===== src/rtl/uart_rx.sv =====
// 8N1 LSB-first UART receiver with valid/ready byte output and sticky framing/overrun flags.
// Latency: valid_o ~CPB*9+HALF+3 clk after the start edge; never stalls, bytes arriving while full are dropped.
module uart_rx #(
  parameter int CLK_FREQ = 10_000_000,
  parameter int BAUD     = 9600
) (
  input  logic       clk_i,
  input  logic       rst_n_i,
  input  logic       uart_rx_i,
  output logic [7:0] data_o,
  output logic       valid_o,
  input  logic       ready_i,
  output logic       frame_err_o,
  output logic       overrun_o
);

  localparam int CPB  = CLK_FREQ / BAUD;
  localparam int HALF = CPB / 2;
  localparam int CW   = $clog2(CPB + 1);
  localparam logic [CW-1:0] CPB_LAST  = CW'(CPB - 1);
  localparam logic [CW-1:0] HALF_LAST = CW'(HALF - 1);

  typedef enum logic [1:0] {IDLE, START, DATA, STOP} state_t;

  state_t          state_q, state_d;
  logic [CW-1:0]   cnt_q, cnt_d;
  logic [2:0]      idx_q, idx_d;
  logic [7:0]      shift_q, shift_d;
  logic            need_idle_q, need_idle_d;
  logic            done_q, done_d;
  logic            bad_q, bad_d;
  logic            rx_meta, rx;

  always_ff @(posedge clk_i or negedge rst_n_i) begin
    if (!rst_n_i) begin
      rx_meta     <= 1'b1;
      rx          <= 1'b1;
      state_q     <= IDLE;
      cnt_q       <= '0;
      idx_q       <= '0;
      shift_q     <= '0;
      need_idle_q <= 1'b0;
      done_q      <= 1'b0;
      bad_q       <= 1'b0;
    end else begin
      rx_meta     <= uart_rx_i;
      rx          <= rx_meta;
      state_q     <= state_d;
      cnt_q       <= cnt_d;
      idx_q       <= idx_d;
      shift_q     <= shift_d;
      need_idle_q <= need_idle_d;
      done_q      <= done_d;
      bad_q       <= bad_d;
    end
  end

  always_comb begin
    state_d     = state_q;
    cnt_d       = cnt_q;
    idx_d       = idx_q;
    shift_d     = shift_q;
    need_idle_d = need_idle_q;
    done_d      = 1'b0;
    bad_d       = bad_q;
    case (state_q)
      IDLE: begin
        cnt_d = '0;
        // After a low stop bit (break), the line must return high before re-arming.
        if (need_idle_q) begin
          if (rx) need_idle_d = 1'b0;
        end else if (!rx) begin
          state_d = START;
        end
      end
      START: begin
        if (cnt_q == HALF_LAST) begin
          cnt_d   = '0;
          idx_d   = '0;
          state_d = rx ? IDLE : DATA;
        end else begin
          cnt_d = cnt_q + CW'(1);
        end
      end
      DATA: begin
        if (cnt_q == CPB_LAST) begin
          cnt_d          = '0;
          shift_d[idx_q] = rx;
          idx_d          = idx_q + 3'd1;
          if (idx_q == 3'd7) state_d = STOP;
        end else begin
          cnt_d = cnt_q + CW'(1);
        end
      end
      STOP: begin
        if (cnt_q == CPB_LAST) begin
          cnt_d       = '0;
          done_d      = 1'b1;
          bad_d       = !rx;
          need_idle_d = !rx;
          state_d     = IDLE;
        end else begin
          cnt_d = cnt_q + CW'(1);
        end
      end
      default: state_d = IDLE;
    endcase
  end

  // Flag sets are written after the transfer clear so they win in a shared cycle.
  always_ff @(posedge clk_i or negedge rst_n_i) begin
    if (!rst_n_i) begin
      data_o      <= 8'h00;
      valid_o     <= 1'b0;
      frame_err_o <= 1'b0;
      overrun_o   <= 1'b0;
    end else begin
      if (valid_o && ready_i) begin
        valid_o     <= 1'b0;
        frame_err_o <= 1'b0;
        overrun_o   <= 1'b0;
      end
      if (done_q) begin
        if (!valid_o || ready_i) begin
          data_o  <= shift_q;
          valid_o <= 1'b1;
        end else begin
          overrun_o <= 1'b1;
        end
        if (bad_q) frame_err_o <= 1'b1;
      end
    end
  end

endmodule


===== config.mk =====
export PLATFORM = sky130hd
export DESIGN_NAME = uart_rx
export DESIGN_NICKNAME = d
export VERILOG_FILES = /design/src/rtl/uart_rx.sv
export SDC_FILE = /design/constraint.sdc
export NUM_CORES = 1
export LEC_CHECK = 0
export BUFFER_PORTS_ARGS = -buffer_cell sky130_fd_sc_hd__buf_2
export CAP_MARGIN = 30
export CORE_MARGIN = 1.5
export CORE_UTILIZATION = 38
export CTS_CLUSTER_DIAMETER = 150
export DETAILED_ROUTE_END_ITERATION = 6
export PLACE_DENSITY = 0.57
export SYNTH_ARGS = -nofsm -noshare
export SYNTH_HDL_FRONTEND = slang
export SYNTH_SLANG_ARGS = --single-unit

===== constraint.sdc =====
create_clock -name clk_i -period 4 [get_ports clk_i]
set_input_delay 0.8 -clock clk_i [delete_from_list [all_inputs] [get_ports clk_i]]
set_output_delay 0.8 -clock clk_i [all_outputs]
set_load 0.01 [all_outputs]

==> results.md, run 1 <==
* Outcome: finished clean
* Layout Cells excl Fill at 251
* Pin count of the biggest net entering global routing at 41
* Placed instance count at 243
* Initial antenna violation count at 0
* Initial DRC count at 45
* Worst-Margin Slew at 0.8635 ns
* All-layer global routing usage at 14.45%
* WHS Path Cells at 0
* GPL Wtd Cong at 0.8296
* Cell row count at 25
* RSZ-0062 raised after global routing: no
* Setup crit end kind: flop
* CTS Sinks at 40
* Crit share post-route at 46.95%
* Post-synth top cells: 38 x dfrtp_1, 20 x nor2_1, 12 x mux2_2
* Vias per inst at 5.120
* Critical path class: reg2reg
* Clk Latency, worst-skew pair at 0.29 ns
* Sequential power share at 50.7%
* Grt ovf at 0
* First drt pass iteration count at 5
* Most common cell in the synthesized netlist: dfrtp_1
* Antenna cells at 0
* Relative slew slack at 42.43%
* Hpwl dp at 2451 um
* CTS clk-pin slew, worst paths at 0.08 ns
* First-pass GRT wire length at 6023 um
* Seq/Total Area, Yosys at 52.28%
* Power Total at 804.4 uW
* Gate power share at 1.1%
* CTS buffer count at 5
* Wire per inst at 13.71 um
* Vias in the first global route at 1,287
* Share of the synthesized area in the top cell type at 49.54%
* Hold Vio Cnt, Final at 0
* CTS tree: built
* Number of port buffers at 14
* Max-cap violation count at 0
* Number of flops mapped to enable cells by yosys at 0
* Max Freq at 0.5325 GHz
* Reg2reg start: state_q[0]$_DFFE_PN0P_
* Cell Pwr Density at 368.0 nW/um^2
* Die height at 74.07 um
* Switching power at 147.7 uW
* Fraction of layout instances using a drive strength above 1 at 22.83%
* Setup TNS at 0 ns
* Fin. max-slew vios at 0
* DRC Markers at 0
* Core Box Area at 4786 sq um
* CTS resizes at 0
* Clk_skew at 0.01076 ns
* H-tree depth at 2
* Switching share of total power at 18.37%
* Worst hold path endpoint: rx$_DFF_PN1_
* Synth unique cells at 40
* Vias at 1,285
* I/O pin total at 15
* Avg Inst Size Synth at 11.49 sq um
* Final setup violating endpoints at 0
* Post-CTS Repair Setup Buffers at 0
* Area contributors post-synth: dfrtp_1 50%, mux2_2 7.0%, nor2_1 3.9%, ha_1 3.3%, dfstp_2 2.7%
* Clk pwr share at 48.1%
* FF-to-FF path depth at 4
* Synth area leader: dfrtp_1
* Initial core utilization at 40.10%
* Int Power at 656.6 uW
* Syn-to-layout area delta at 13.89%
* Hold Buf Count CTS at 0
* Area of the mapped netlist at 1919 sq um
* CP max FO at 16
* Fin crit period at 1.878 ns
* Number of synthesized register bits at 40
* Die Wd at 74.07 um
* Worst Hold Class: reg2reg
* DRT antenna net count at 0
* Worst R2R Setup Slack at 2.12 ns
* Worst Path Required at 4.18 ns
* Nets@finish at 192
* Clock buffer depth at 2
* Detailed Route WL at 3440 um
* Hold_sp: rx_meta$_DFF_PN1_
* Syn_nets at 176
* Fin Hold WS at 0.3596 ns
* Async SR Flop Fraction at 100.0%
* YS warnings at 0
* Cell count after synthesis at 167
* Pleak at 0.0009937 uW
* Worst IR drop on VDD at 0.1413 mV
* Die ar. at 5486 sq um
* Predominant post-synthesis flop cell: dfrtp_1
* Root buf cell: clkbuf_8
* Crit path launch type: flop
* Arrival @ worst endpoint at 2.06 ns
* RR Endpoint: shift_q[0]$_DFFE_PN0P_
-- per-layer routing --
layer	GRT usage (%)	vias to the layer above	part of all wire, %
li1	-	619	-
met1	19.65	641	47
met2	22.22	21	48
met3	4.065	4	3.8
met4	4.938	0	1.1
met5	0	-	0
-- power by group through the flow --
stage / Clock, uW / Sequential, uW / Combinational (uW)
global placement: 0 / 416 / 9.66
floorplan: 0 / 414 / 1.25
CTS: 397 / 408 / 10.0
finish: 387 / 408 / 9.14
detailed placement: 0 / 416 / 9.98
global route: 413 / 408 / 11.2
-- flip-flops by register name, summed over array words and instances (netlist names), named ones only --
name         count
shift_q          8
valid_o          1
rx               1
overrun_o        1
rx_meta          1
state_q          1
bad_q            1
idx_q            3
cnt_q           11
done_q           1
need_idle_q      1
data_o           8
frame_err_o      1
-- layout make-up --
| class | instances | area, sq um |
|---|---|---|
| inverters | 5 | 18.77 |
| repair buffers | 14 | 70.07 |
| well taps | 67 | 83.83 |
| flip-flops and latches | 40 | 1003 |
| clock buffers | 6 | 72.57 |
| multi-input cells | 117 | 877.1 |
| fillers | 461 | 2600 |
| clock inverters | 2 | 60.06 |
-- critical path: stages, from the launching register on --
cell and delay, ns:
dfrtp_1 0.55, nor4b_1 0.36, nand4_1 0.26, nor3_1 0.26, mux2_1 0.35
-- layout by cell type (no fill, tap or decap), types with 6 or more instances in the layout --
| cell | instances |
|---|---|
| a21oi_1 | 7 |
| buf_2 | 14 |
| dfrtp_1 | 38 |
| mux2_2 | 12 |
| nand2_1 | 7 |
| nand4_1 | 6 |
| nor2_1 | 20 |
| nor3_1 | 6 |
| xor2_1 | 6 |
-- worst max path at each step --
stage	cells after the start	from	endpoint
after floorplan	4	cnt_q[3]$_DFF_PN0_	bad_q$_DFFE_PN0P_
after global placement	4	ready_i	data_o[5]$_DFFE_PN0P_
after detailed placement	4	ready_i	data_o[1]$_DFFE_PN0P_
after CTS	4	state_q[0]$_DFFE_PN0P_	shift_q[0]$_DFFE_PN0P_
after global routing	4	state_q[0]$_DFFE_PN0P_	shift_q[0]$_DFFE_PN0P_
final	4	state_q[0]$_DFFE_PN0P_	shift_q[0]$_DFFE_PN0P_
-- per-stage QoR --
step	worst slack, ns	utilization, %	cell area (sq um)
after detailed placement	2.116	42.90	2053
after CTS	2.120	45.67	2186
after global routing	1.924	45.67	2186
after global placement	2.165	42.90	2053
final	2.122	45.67	2186
after floorplan	2.259	-	1919
-- logic make-up (layout without fill, tap and decap cells) --
family                     count (synthesis)  after routing  synth area share (%)
xor gates and xnor gates                   9              9                 4.107
and+or+nand+nor                           66             66                 20.40
buffers and inverters                     10             27                 2.020
muxes                                     20             20                 11.47
adders and majority gates                  5              5                 3.259
DFF                                       40             40                 52.28
AOI/OAI and AO/OA                         17             17                 6.454
No activity file was read; power rests on OpenSTA's default activity.
==> run 2, diff against run 1 <==
--- a/config.mk
+++ b/config.mk
@@ -5,13 +5,14 @@
 export SDC_FILE = /design/constraint.sdc
 export NUM_CORES = 1
 export LEC_CHECK = 0
+export ABC_AREA = 1
 export BUFFER_PORTS_ARGS = -buffer_cell sky130_fd_sc_hd__buf_2
 export CAP_MARGIN = 30
 export CORE_MARGIN = 1.5
 export CORE_UTILIZATION = 38
 export CTS_CLUSTER_DIAMETER = 150
 export DETAILED_ROUTE_END_ITERATION = 6
-export PLACE_DENSITY = 0.57
+export PLACE_DENSITY = 0.59
 export SYNTH_ARGS = -nofsm -noshare
 export SYNTH_HDL_FRONTEND = slang
 export SYNTH_SLANG_ARGS = --single-unit
==> constraint.sdc (replaced) <==
create_clock -name clk_i -period 1.6 [get_ports clk_i]
set_input_delay 0.32 -clock clk_i [delete_from_list [all_inputs] [get_ports clk_i]]
set_output_delay 0.32 -clock clk_i [all_outputs]
set_load 0.01 [all_outputs]
==> results.md, run 2 <==
* Setup TNS at 0 ns
* Relative slew slack at 72.14%
* Crit path launch type: flop
* Fin crit period at 1.561 ns
* Max Freq at 0.6405 GHz
* Most frequent cells in the layout: 38 x dfrtp_1, 36 x inv_1, 36 x nand2_1
* Avg Inst Size Synth at 8.781 sq um
* Fin Hold WS at 0.1236 ns
* Setup crit end kind: flop
* Number of port buffers at 14
* H-tree depth at 2
* CTS tree: built
* YS warnings at 0
* Vias at 1,433
* Nets@finish at 258
* Worst-Margin Slew at 0.4178 ns
* Vias in the first global route at 1,314
* Die Wd at 74.30 um
* RSZ-0062 raised after global routing: yes
* Cell row count at 25
* CTS buffer count at 5
* Cell count after synthesis at 220
* I/O pin total at 15
* Vias per inst at 4.521
* First drt pass iteration count at 4
* Critical path class: reg2reg
* Syn_nets at 229
* All-layer global routing usage at 14.08%
* Post-route core utilization at 48.16%
* First-pass GRT wire length at 5782 um
* DRC Markers at 0
* Largest register FFs at 11
* CP cell instances: inv_1 -> ha_1 -> nand2_2 -> nor2_1 -> nand4_1 -> buf_4 -> nor3_2 -> nand2_1 -> o21ai_0 -> inv_1
* Top reg by flops: cnt_q
* Fill cell count at 473
* Initial antenna violation count at 0
* Wire per inst at 10.90 um
* Initial core utilization at 40.10%
* Pin count of the biggest net entering global routing at 25
* WP buf/inv at 3
* Root buf cell: clkbuf_8
* Antenna cells at 0
* Clock buffer depth at 2
* Pre-CTS WS at 0.01850 ns
* Seq/Total Area, Yosys at 51.94%
* Core Box Area at 4817 sq um
* Die height at 74.30 um
* Worst path most repeated cell: inv_1
* Initial DRC count at 48
* Cell Pwr Density at 806.8 nW/um^2
* Area contributors post-synth: dfrtp_1 49%, nand2_1 7.4%, inv_1 7.0%, nor2_1 5.1%, ha_1 3.2%
* Worst Path Required at 1.78 ns
* CP max FO at 5
* Share of the synthesized area in the top cell type at 49.22%
* Die ar. at 5520 sq um
* Synth unique cells at 29
* Max incr delay on CP at 0.43 ns
* Largest registers: cnt_q: 11 flops, data_o: 8 flops, shift_q: 8 flops
* Fin. max-slew vios at 0
* Synth area leader: dfrtp_1
* Crit share post-route at 97.57%
* DRT antenna net count at 0
* CTS clk-pin slew, worst paths at 0.08 ns
* Outcome: finished clean
* Most common cell after layout, fill and taps aside: dfrtp_1
* Worst Hold Class: in2reg
* Async SR Flop Fraction at 100.0%
* Max-cap violation count at 0
* CTS Sinks at 40
* Crit-path leading delay family: simple AND/OR/NAND/NOR gates
* Arrival @ worst endpoint at 1.74 ns
* Post-synth top cells: 38 x dfrtp_1, 38 x nand2_1, 36 x inv_1
* Syn-to-layout area delta at 20.08%
* Area of the mapped netlist at 1932 sq um
* Worst IR drop on VDD at 0.3848 mV
* Post-route setup slack at 0.03882 ns
* Final setup violating endpoints at 0
* Fraction of layout instances using a drive strength above 1 at 25.60%
* Clk_skew at 0.008821 ns
* Hpwl dp at 2529 um
* Slowest-stage cell, CP: dfrtp_1
* Pleak at 0.001201 uW
* GPL Wtd Cong at 0.8624
* Hold Vio Cnt, Final at 0
* Number of synthesized register bits at 40
* Power Total at 1871 uW
* Detailed Route WL at 3456 um
* Number of flops mapped to enable cells by yosys at 0
* Grt ovf at 0
* Predominant post-synthesis flop cell: dfrtp_1
* Clk Latency, worst-skew pair at 0.29 ns
run 2: area by class of cell:
cell class | count | area [sq um] | share of cell area (%)
sequential | 40 | 1003 | 43.26
multi-input combinational | 137 | 808.3 | 34.84
timing repair buffer | 24 | 160.2 | 6.904
inverter | 41 | 156.4 | 6.742
tap | 67 | 83.83 | 3.614
clock buffer | 6 | 72.57 | 3.128
clock inverter | 2 | 35.03 | 1.510
run 2: timing repair:
item / 4_1_cts / 5_1_grt
setup endpoints to repair: 0 / 22
endpoints found under the hold margin: 16 / 0
gates resized for setup: 0 / 14
setup buffers: 0 / 4
hold buffers: 1 / 0
run 2: kinds of logic (layout without fill, tap and decap cells):
| group | Yosys count | count (layout) | share of synthesized area, % |
|---|---|---|---|
| XOR/XNOR | 4 | 4 | 1.813 |
| buffers and inverters | 43 | 73 | 8.743 |
| adder cells (fa/ha/maj) | 5 | 5 | 3.238 |
| AO/OA/AOI/OAI | 24 | 24 | 6.607 |
| flip-flops | 40 | 40 | 51.94 |
| multiplexers | 4 | 4 | 2.331 |
| AND/OR/NAND/NOR | 100 | 100 | 25.32 |
run 2: final timing paths:
check                      slack, ns  cells past startpoint                from                 endpoint
min in group asynchronous       0.49                      2             rst_n_i  need_idle_q$_DFFE_PN0P_
min reg2reg                     0.36                      0   rx_meta$_DFF_PN1_             rx$_DFF_PN1_
max in group asynchronous       0.56                      3             rst_n_i             rx$_DFF_PN1_
max                             0.04                     10  cnt_q[0]$_DFF_PN0_   shift_q[2]$_DFFE_PN0P_
max reg2reg                     0.04                     10  cnt_q[0]$_DFF_PN0_   shift_q[2]$_DFFE_PN0P_
min                             0.12                      1           uart_rx_i        rx_meta$_DFF_PN1_
run 2: metrics by stage:
stage	cells	cell area [sq um]
after floorplan	220	1932
after global routing	317	2320
after CTS	313	2241
final	317	2320
after global placement	304	2123
after detailed placement	304	2123
run 2: where the power goes:
part / leakage, uW / switching [uW] / internal [uW]
Clock: 0.0000552 / 350 / 463
Combinational: 0.000610 / 26.4 / 11.4
Sequential: 0.000536 / 3.63 / 1020
Total: 0.00120 / 380 / 1490
run 2: per-layer routing:
layer / GRT usage, % / wire length, um / vias to the layer above
li1: - / - / 750
met1: 16.21 / 1621 / 661
met2: 23.81 / 1658 / 15
met3: 4.065 / 97 / 7
met4: 7.273 / 79 / 0
met5: 0 / 0 / -
run 2: worst register-to-register path: stages, from the launching register on:
cell and delay, ns:
dfrtp_1 0.43, inv_1 0.08, ha_1 0.15, nand2_2 0.08, nor2_1 0.11, nand4_1 0.09
buf_4 0.18, nor3_2 0.14, nand2_1 0.06, o21ai_0 0.07, inv_1 0.05
